--- src/rtl/mem_port_arbiter_if.sv ---
// mem_port_arbiter_if
//   Bundles the fetch-side, data-side and unified-memory-side signals of
//   mem_port_arbiter. Signal names carry their direction as seen from the
//   arbiter: *_i are arbiter inputs and *_o are arbiter outputs.
//   Modports:
//     slave  - the arbiter itself
//     master - the environment (pipeline stages and memory)
//   Signals:
//     if_req_i/if_addr_i/if_flush_i          fetch request, word address, redirect
//     if_valid_o/if_rdata_o/if_stall_o       fetch completion pulse, instruction, stall
//     dm_req_i/dm_we_i/dm_addr_i/dm_wdata_i/dm_be_i  data request fields
//     dm_valid_o/dm_rdata_o/dm_stall_o       data completion pulse, load data, stall
//     mem_req_o/mem_we_o/mem_be_o/mem_addr_o/mem_wdata_o  unified memory request
//     mem_ready_i/mem_rdata_i                memory completion, read data
interface mem_port_arbiter_if;
   logic        if_req_i;
   logic [31:0] if_addr_i;
   logic        if_flush_i;
   logic        if_valid_o;
   logic [31:0] if_rdata_o;
   logic        if_stall_o;

   logic        dm_req_i;
   logic        dm_we_i;
   logic [31:0] dm_addr_i;
   logic [31:0] dm_wdata_i;
   logic [3:0]  dm_be_i;
   logic        dm_valid_o;
   logic [31:0] dm_rdata_o;
   logic        dm_stall_o;

   logic        mem_req_o;
   logic        mem_we_o;
   logic [3:0]  mem_be_o;
   logic [31:0] mem_addr_o;
   logic [31:0] mem_wdata_o;
   logic        mem_ready_i;
   logic [31:0] mem_rdata_i;

   modport slave (
      input  if_req_i, if_addr_i, if_flush_i,
      output if_valid_o, if_rdata_o, if_stall_o,
      input  dm_req_i, dm_we_i, dm_addr_i, dm_wdata_i, dm_be_i,
      output dm_valid_o, dm_rdata_o, dm_stall_o,
      output mem_req_o, mem_we_o, mem_be_o, mem_addr_o, mem_wdata_o,
      input  mem_ready_i, mem_rdata_i
   );

   modport master (
      output if_req_i, if_addr_i, if_flush_i,
      input  if_valid_o, if_rdata_o, if_stall_o,
      output dm_req_i, dm_we_i, dm_addr_i, dm_wdata_i, dm_be_i,
      input  dm_valid_o, dm_rdata_o, dm_stall_o,
      input  mem_req_o, mem_we_o, mem_be_o, mem_addr_o, mem_wdata_o,
      output mem_ready_i, mem_rdata_i
   );
endinterface

--- src/rtl/mem_port_arbiter.sv ---
// mem_port_arbiter
//   Shares a single memory port between the instruction-fetch stage and the
//   data-memory stage. Exactly one transaction is outstanding at a time and
//   at least one IDLE cycle separates consecutive transactions. Data
//   requests normally win; a fetch that has lost STARVE_LIMIT consecutive
//   arbitrations is granted next. A redirect (if_flush_i) cancels a pending
//   or in-flight fetch without disturbing data traffic.
//   Parameters:
//     STARVE_LIMIT  consecutive data grants allowed while a fetch waits
//   Ports:
//     clk_i   single clock, rising edge
//     rst_ni  synchronous active-low reset
//     bus     mem_port_arbiter_if.slave (fetch, data and memory sides)
module mem_port_arbiter #(
   parameter int unsigned STARVE_LIMIT = 4
) (
   input logic               clk_i,
   input logic               rst_ni,
   mem_port_arbiter_if.slave bus
);

   localparam int unsigned      CNT_W      = (STARVE_LIMIT < 1) ? 1 : $clog2(STARVE_LIMIT + 1);
   localparam logic [CNT_W-1:0] STARVE_MAX = CNT_W'(STARVE_LIMIT);

   typedef enum logic [1:0] {
      IDLE,
      BUSY_IF,
      BUSY_DM,
      BUSY_DROP
   } state_e;

   state_e           state_q, state_d;
   logic [CNT_W-1:0] starve_cnt_q, starve_cnt_d;
   logic             mem_req_q, mem_req_d;
   logic             mem_we_q, mem_we_d;
   logic [3:0]       mem_be_q, mem_be_d;
   logic [31:0]      mem_addr_q, mem_addr_d;
   logic [31:0]      mem_wdata_q, mem_wdata_d;
   logic             if_valid_q, if_valid_d;
   logic [31:0]      if_rdata_q, if_rdata_d;
   logic             dm_valid_q, dm_valid_d;
   logic [31:0]      dm_rdata_q, dm_rdata_d;

   logic             fetch_ok;
   logic             if_valid_gated;

   // A fetch arriving together with a redirect targets a stale address.
   assign fetch_ok = bus.if_req_i & ~bus.if_flush_i;

   always_comb begin
      state_d      = state_q;
      starve_cnt_d = starve_cnt_q;
      mem_req_d    = mem_req_q;
      mem_we_d     = mem_we_q;
      mem_be_d     = mem_be_q;
      mem_addr_d   = mem_addr_q;
      mem_wdata_d  = mem_wdata_q;
      if_valid_d   = 1'b0;
      if_rdata_d   = if_rdata_q;
      dm_valid_d   = 1'b0;
      dm_rdata_d   = dm_rdata_q;

      unique case (state_q)
         IDLE: begin
            if (bus.dm_req_i && !(fetch_ok && (starve_cnt_q == STARVE_MAX))) begin
               state_d     = BUSY_DM;
               mem_req_d   = 1'b1;
               mem_we_d    = bus.dm_we_i;
               mem_be_d    = bus.dm_be_i;
               mem_addr_d  = bus.dm_addr_i;
               mem_wdata_d = bus.dm_wdata_i;
               // Saturation is only reachable when a flushed fetch is waiting.
               if (bus.if_req_i) begin
                  if (starve_cnt_q != STARVE_MAX) begin
                     starve_cnt_d = starve_cnt_q + CNT_W'(1);
                  end
               end else begin
                  starve_cnt_d = '0;
               end
            end else if (fetch_ok) begin
               state_d      = BUSY_IF;
               mem_req_d    = 1'b1;
               mem_we_d     = 1'b0;
               mem_be_d     = '1;
               mem_addr_d   = bus.if_addr_i;
               mem_wdata_d  = '0;
               starve_cnt_d = '0;
            end
         end

         BUSY_IF: begin
            if (bus.mem_ready_i) begin
               state_d   = IDLE;
               mem_req_d = 1'b0;
               if (!bus.if_flush_i) begin
                  if_valid_d = 1'b1;
                  if_rdata_d = bus.mem_rdata_i;
               end
            end else if (bus.if_flush_i) begin
               state_d = BUSY_DROP;
            end
         end

         BUSY_DM: begin
            if (bus.mem_ready_i) begin
               state_d    = IDLE;
               mem_req_d  = 1'b0;
               dm_valid_d = 1'b1;
               dm_rdata_d = bus.mem_rdata_i;
            end
         end

         BUSY_DROP: begin
            if (bus.mem_ready_i) begin
               state_d   = IDLE;
               mem_req_d = 1'b0;
            end
         end

         default: begin
            state_d   = IDLE;
            mem_req_d = 1'b0;
         end
      endcase
   end

   always_ff @(posedge clk_i) begin
      if (!rst_ni) begin
         state_q      <= IDLE;
         starve_cnt_q <= '0;
         mem_req_q    <= 1'b0;
         mem_we_q     <= 1'b0;
         mem_be_q     <= '0;
         mem_addr_q   <= '0;
         mem_wdata_q  <= '0;
         if_valid_q   <= 1'b0;
         if_rdata_q   <= '0;
         dm_valid_q   <= 1'b0;
         dm_rdata_q   <= '0;
      end else begin
         state_q      <= state_d;
         starve_cnt_q <= starve_cnt_d;
         mem_req_q    <= mem_req_d;
         mem_we_q     <= mem_we_d;
         mem_be_q     <= mem_be_d;
         mem_addr_q   <= mem_addr_d;
         mem_wdata_q  <= mem_wdata_d;
         if_valid_q   <= if_valid_d;
         if_rdata_q   <= if_rdata_d;
         dm_valid_q   <= dm_valid_d;
         dm_rdata_q   <= dm_rdata_d;
      end
   end

   // A redirect in the completion cycle makes the returned instruction stale.
   assign if_valid_gated = if_valid_q & ~bus.if_flush_i;

   assign bus.mem_req_o   = mem_req_q;
   assign bus.mem_we_o    = mem_we_q;
   assign bus.mem_be_o    = mem_be_q;
   assign bus.mem_addr_o  = mem_addr_q;
   assign bus.mem_wdata_o = mem_wdata_q;
   assign bus.if_valid_o  = if_valid_gated;
   assign bus.if_rdata_o  = if_rdata_q;
   assign bus.dm_valid_o  = dm_valid_q;
   assign bus.dm_rdata_o  = dm_rdata_q;
   assign bus.if_stall_o  = bus.if_req_i & ~if_valid_gated;
   assign bus.dm_stall_o  = bus.dm_req_i & ~dm_valid_q;

endmodule

--- src/flat_wrapper.sv ---
// flat-port wrapper written by rule: the top's interface ports become plain ports
module mem_port_arbiter_flat 
#(
   parameter int unsigned STARVE_LIMIT = 4
)
  (clk_i, rst_ni, bus_if_req_i, bus_if_addr_i, bus_if_flush_i, bus_if_valid_o, bus_if_rdata_o, bus_if_stall_o, bus_dm_req_i, bus_dm_we_i, bus_dm_addr_i, bus_dm_wdata_i, bus_dm_be_i, bus_dm_valid_o, bus_dm_rdata_o, bus_dm_stall_o, bus_mem_req_o, bus_mem_we_o, bus_mem_be_o, bus_mem_addr_o, bus_mem_wdata_o, bus_mem_ready_i, bus_mem_rdata_i);
  mem_port_arbiter_if bus_i ();
  input logic clk_i;
  input logic rst_ni;
  input wire logic [$bits(bus_i.if_req_i)-1:0] bus_if_req_i;
  input wire logic [$bits(bus_i.if_addr_i)-1:0] bus_if_addr_i;
  input wire logic [$bits(bus_i.if_flush_i)-1:0] bus_if_flush_i;
  output wire logic [$bits(bus_i.if_valid_o)-1:0] bus_if_valid_o;
  output wire logic [$bits(bus_i.if_rdata_o)-1:0] bus_if_rdata_o;
  output wire logic [$bits(bus_i.if_stall_o)-1:0] bus_if_stall_o;
  input wire logic [$bits(bus_i.dm_req_i)-1:0] bus_dm_req_i;
  input wire logic [$bits(bus_i.dm_we_i)-1:0] bus_dm_we_i;
  input wire logic [$bits(bus_i.dm_addr_i)-1:0] bus_dm_addr_i;
  input wire logic [$bits(bus_i.dm_wdata_i)-1:0] bus_dm_wdata_i;
  input wire logic [$bits(bus_i.dm_be_i)-1:0] bus_dm_be_i;
  output wire logic [$bits(bus_i.dm_valid_o)-1:0] bus_dm_valid_o;
  output wire logic [$bits(bus_i.dm_rdata_o)-1:0] bus_dm_rdata_o;
  output wire logic [$bits(bus_i.dm_stall_o)-1:0] bus_dm_stall_o;
  output wire logic [$bits(bus_i.mem_req_o)-1:0] bus_mem_req_o;
  output wire logic [$bits(bus_i.mem_we_o)-1:0] bus_mem_we_o;
  output wire logic [$bits(bus_i.mem_be_o)-1:0] bus_mem_be_o;
  output wire logic [$bits(bus_i.mem_addr_o)-1:0] bus_mem_addr_o;
  output wire logic [$bits(bus_i.mem_wdata_o)-1:0] bus_mem_wdata_o;
  input wire logic [$bits(bus_i.mem_ready_i)-1:0] bus_mem_ready_i;
  input wire logic [$bits(bus_i.mem_rdata_i)-1:0] bus_mem_rdata_i;
  assign bus_i.if_req_i = bus_if_req_i;
  assign bus_i.if_addr_i = bus_if_addr_i;
  assign bus_i.if_flush_i = bus_if_flush_i;
  assign bus_if_valid_o = bus_i.if_valid_o;
  assign bus_if_rdata_o = bus_i.if_rdata_o;
  assign bus_if_stall_o = bus_i.if_stall_o;
  assign bus_i.dm_req_i = bus_dm_req_i;
  assign bus_i.dm_we_i = bus_dm_we_i;
  assign bus_i.dm_addr_i = bus_dm_addr_i;
  assign bus_i.dm_wdata_i = bus_dm_wdata_i;
  assign bus_i.dm_be_i = bus_dm_be_i;
  assign bus_dm_valid_o = bus_i.dm_valid_o;
  assign bus_dm_rdata_o = bus_i.dm_rdata_o;
  assign bus_dm_stall_o = bus_i.dm_stall_o;
  assign bus_mem_req_o = bus_i.mem_req_o;
  assign bus_mem_we_o = bus_i.mem_we_o;
  assign bus_mem_be_o = bus_i.mem_be_o;
  assign bus_mem_addr_o = bus_i.mem_addr_o;
  assign bus_mem_wdata_o = bus_i.mem_wdata_o;
  assign bus_i.mem_ready_i = bus_mem_ready_i;
  assign bus_i.mem_rdata_i = bus_mem_rdata_i;
  mem_port_arbiter #(.STARVE_LIMIT(STARVE_LIMIT)) u_core (.clk_i(clk_i), .rst_ni(rst_ni), .bus(bus_i));
endmodule
--- config.mk ---
export PLATFORM = sky130hd
export DESIGN_NAME = mem_port_arbiter_flat
export DESIGN_NICKNAME = d
export VERILOG_FILES = /design/src/rtl/mem_port_arbiter_if.sv /design/src/rtl/mem_port_arbiter.sv /design/src/flat_wrapper.sv
export SDC_FILE = /design/constraint.sdc
export NUM_CORES = 1
export LEC_CHECK = 0
export CORE_ASPECT_RATIO = 0.75
export CORE_UTILIZATION = 39
export DETAILED_ROUTE_END_ITERATION = 7
export PLACE_DENSITY = 0.88
export SLEW_MARGIN = 0
export SYNTH_ARGS = -nofsm -noshare
export SYNTH_HDL_FRONTEND = slang
export SYNTH_SLANG_ARGS = --single-unit
--- constraint.sdc ---
create_clock -name clk_i -period 2.2 [get_ports clk_i]
set_clock_uncertainty 0.1 [all_clocks]
set_input_delay 0.66 -clock clk_i [delete_from_list [all_inputs] [get_ports clk_i]]
set_output_delay 0.66 -clock clk_i [all_outputs]
set_load 0.02 [all_outputs]
==> results by group <==
Floorplanning
  – Die W: 135 um
  – Core box area: 12600 um2
  – Die ar.: 13700 um2
  – Rows: 35
  – Vert. Die Dim: 102 um
  – Initial core utilization: 0.410
  – Io pins: 277

Logic synthesis
  – Syn Inst Count: 529
  – Post-synth EDFFs: 0
  – Sequential-to-total area share from yosys stat: 0.548
  – Post-Syn Area: 5150 um2
  – Primary FF master, synth: dfxtp_1
  – Cell variety after synth: 38
  – YS warnings: 0
  – Yosys reg bits: 141
  – Post-synthesis net count: 670
  – Ys async rst share: 0
  – Synth Area per Inst: 9.74 um2

Clocking
  – Max clock buf depth: 2
  – Hold buffers post-CTS: 0
  – Skew-Pair Late Insertion Delay: 0.39 ns
  – Root Buffer: clkbuf_16
  – Clock slew at reported path FFs: 0.06 ns
  – H-tree levels: 4
  – Inserted Clock Buffers: 17
  – Post-CTS setup buffers: 0
  – CTS tree: done
  – CTS Sinks: 141

Route
  – Post-route ant nets: 0
  – Post-Route WL: 15800 um
  – Detailed Route Iter0 Violations: 173
  – Drt pass-1 iters: 5
  – Vias per Instance: 4.90
  – Via count: 4864
  – DR DRC count: 0
  – Avg WL per Cell: 15.9 um

STA
  – Final Setup Violations: 0
  – Final hold violations: 0
  – Final min period: 2.17 ns
  – Worst Max-Slew Pin Slew: 0.401 ns
  – Crit share post-route: 0.985
  – Slew Viols, Final: 0
  – Worst hold-check slack: 0.351 ns
  – Fmax: 461 MHz
  – RSZ-0062 raised after global routing: no
  – TNS Setup: 0 ns
  – Setup WS post-layout: 0.0322 ns
  – Slew margin rel.: 0.732

Critical path
  – Setup Crit Path Kind: in2out
  – FF-to-FF End: u_core.bus.mem_addr_o[10]
  – Critical path required time: 1.44 ns
  – Startpoint types: input pin
  – CP endpoint kind: output pin
  – Crit path buf inv count: 2
  – Max incr delay on CP: 0.48 ns
  – Crit-path max FO: 2
  – Worst reg-to-reg setup slack: 0.47 ns
  – Critical path origin: bus_dm_req_i
  – Worst R2R Path Depth: 7
  – Critical Path End: bus_dm_stall_o
  – Critical path's top delay family: buffers and inverters
  – Worst r2r src: u_core.starve_cnt_q[0]
  – Crit. path cell count: 3
  – Slowest CP cell: clkdlybuf4s50_1
  – Critical path arrival: 1.41 ns
  – Crit path cell chain: clkdlybuf4s50_1, nor2b_1, buf_4

Placement
  – Pre-CTS setup slack: -0.577 ns
  – DP Area: 8250 um2
  – RD Place Congestion: 0.802
  – Number of buffers added on ports: 276
  – HPWL Detailed: 11500 um

Final layout
  – Share of cells above drive strength 1: 0.0860
  – Fin area: 8820 um2
  – Register area: 2820 um2
  – Area of the multi-input gates: 2080 um2
  – Fill cells: 971
  – Layout area overhead: 71.2%
  – Final Net Count: 954
  – N_diodes: 0

GRT
  – Total grt overflow: 0
  – First-pass GRT wire length: 24600 um
  – Antenna violations before repair: 0
  – Largest net degree at the start of global routing: 51
  – Number of global-route vias before repair: 4872
  – GRT Resource Usage Total: 0.231

Status
  – Status: finished clean

Power
  – Power Dens Cells: 765 nW/um2
  – Maximum VDD drop: 0.631 mV
  – Leakage power: 3.39 nW

Hold path
  – Worst Hold Class: reg2reg

Flow run
  – # Max-Cap Violations: 0
-- state kept, by name, summed over array words and instances (netlist names), 2 cells and up --
name                    cells
u_core.bus.dm_rdata_o      32
u_core.bus.if_rdata_o      32
u_core.bus.mem_addr_o      32
u_core.bus.mem_wdata_o     32
u_core.bus.mem_be_o         4
u_core.starve_cnt_q         3
u_core.state_q              2
-- cells by family after synthesis --
| family | Yosys count | synth area share |
|---|---|---|
| mux | 33 | 0.0641 |
| simple gates | 159 | 0.136 |
| compound gates | 148 | 0.196 |
| buf+inv | 46 | 0.0505 |
| flops | 141 | 0.548 |
| fa+ha+maj | 2 | 0.00486 |
-- per-layer routing --
metal / global-route usage / vias to the layer above / wire length (um)
li1: - / 2405 / -
met1: 0.265 / 2282 / 6730
met2: 0.414 / 171 / 7770
met3: 0.0761 / 6 / 1190
met4: 0.0631 / 0 / 78
met5: 0 / - / 0
-- cell usage in the layout (no fill, tap or decap), types with 2 or more instances in the layout --
cell type | synthesis | final
clkdlybuf4s50_1 | 0 | 268
dfxtp_1 | 141 | 141
nand2_1 | 131 | 131
a21oi_1 | 71 | 71
mux2i_1 | 33 | 33
a22o_1 | 32 | 32
o2bb2ai_1 | 31 | 31
buf_4 | 4 | 22
clkbuf_16 | 0 | 17
nor2_1 | 10 | 10
buf_12 | 0 | 10
inv_1 | 4 | 4
o22ai_1 | 4 | 4
clkinv_4 | 0 | 4
dlymetal6s2s_1 | 0 | 4
nor2b_1 | 3 | 3
o21ai_0 | 3 | 3
nand3_1 | 3 | 3
clkbuf_1 | 17 | 3
clkinvlp_4 | 0 | 3
a21o_1 | 2 | 2
ha_1 | 2 | 2
bufinv_16 | 0 | 2
inv_6 | 0 | 2
-- worst min-delay path by stage --
stage,start,cells past startpoint,slack (ns),end
finish,u_core.bus.if_rdata_o[2],2,0.35,u_core.bus.if_rdata_o[2]
global route,u_core.bus.dm_rdata_o[9],2,0.37,u_core.bus.dm_rdata_o[9]
CTS,u_core.bus.dm_rdata_o[20],2,0.35,u_core.bus.dm_rdata_o[20]
detailed placement,u_core.bus.dm_rdata_o[9],2,0.35,u_core.bus.dm_rdata_o[9]
global placement,u_core.bus.dm_rdata_o[9],2,0.34,u_core.bus.dm_rdata_o[9]
floorplan,u_core.starve_cnt_q[0],2,0.36,u_core.starve_cnt_q[0]
-- worst reg2reg max path: stages (launching register included) --
cell,delay [ns]
dfxtp_1,0.33
inv_1,0.07
ha_1,0.24
nand4b_4,0.14
nand2_4,0.19
buf_4,0.24
mux2i_1,0.25
o2bb2ai_1,0.08
-- report_power, final --
part | internal (W) | leakage (nW) | total [W] | switching, W
clock network | 0.00168 | 0.271 | 0.00279 | 0.00110
logic | 0.000645 | 1.97 | 0.00118 | 0.000534
registers | 0.00270 | 1.15 | 0.00279 | 0.0000861
-- what timing repair did --
item / CTS / global route
endpoints found under the setup margin: 3 / 5
endpoints found under the hold margin: 0 / 0
resized for setup: 14 / 5
pin swaps: 0 / 1
-- synthesized netlist by cell type (3+ instances only) --
library cell,instances,share of area
a21oi_1,71,0.069
a22o_1,32,0.054
buf_2,10,0.0097
buf_4,4,0.0058
buf_6,7,0.015
clkbuf_1,17,0.012
dfxtp_1,141,0.55
inv_1,4,0.0029
mux2i_1,33,0.064
nand2_1,131,0.095
nand3_1,3,0.0029
nor2_1,10,0.0073
nor2b_1,3,0.0036
o21ai_0,3,0.0029
o22ai_1,4,0.0049
o2bb2ai_1,31,0.053
-- layout make-up --
cell class,count,share of cell area
well taps,166,0.0235
flip-flops and latches,141,0.320
multi-input cells,342,0.236
inverters,5,0.00213
clock buffers,20,0.0495
clock inverters,12,0.0159
repair buffers,306,0.353
-- per-stage QoR --
step / power (W) / util / std cells
floorplan: 0.00334 / - / 529
global placement: 0.00400 / 0.656 / 960
detailed placement: 0.00402 / 0.656 / 960
CTS: 0.00680 / 0.701 / 992
global route: 0.00702 / 0.702 / 992
finish: 0.00675 / 0.702 / 992
Note: power is estimated with default switching activity, not from simulation.
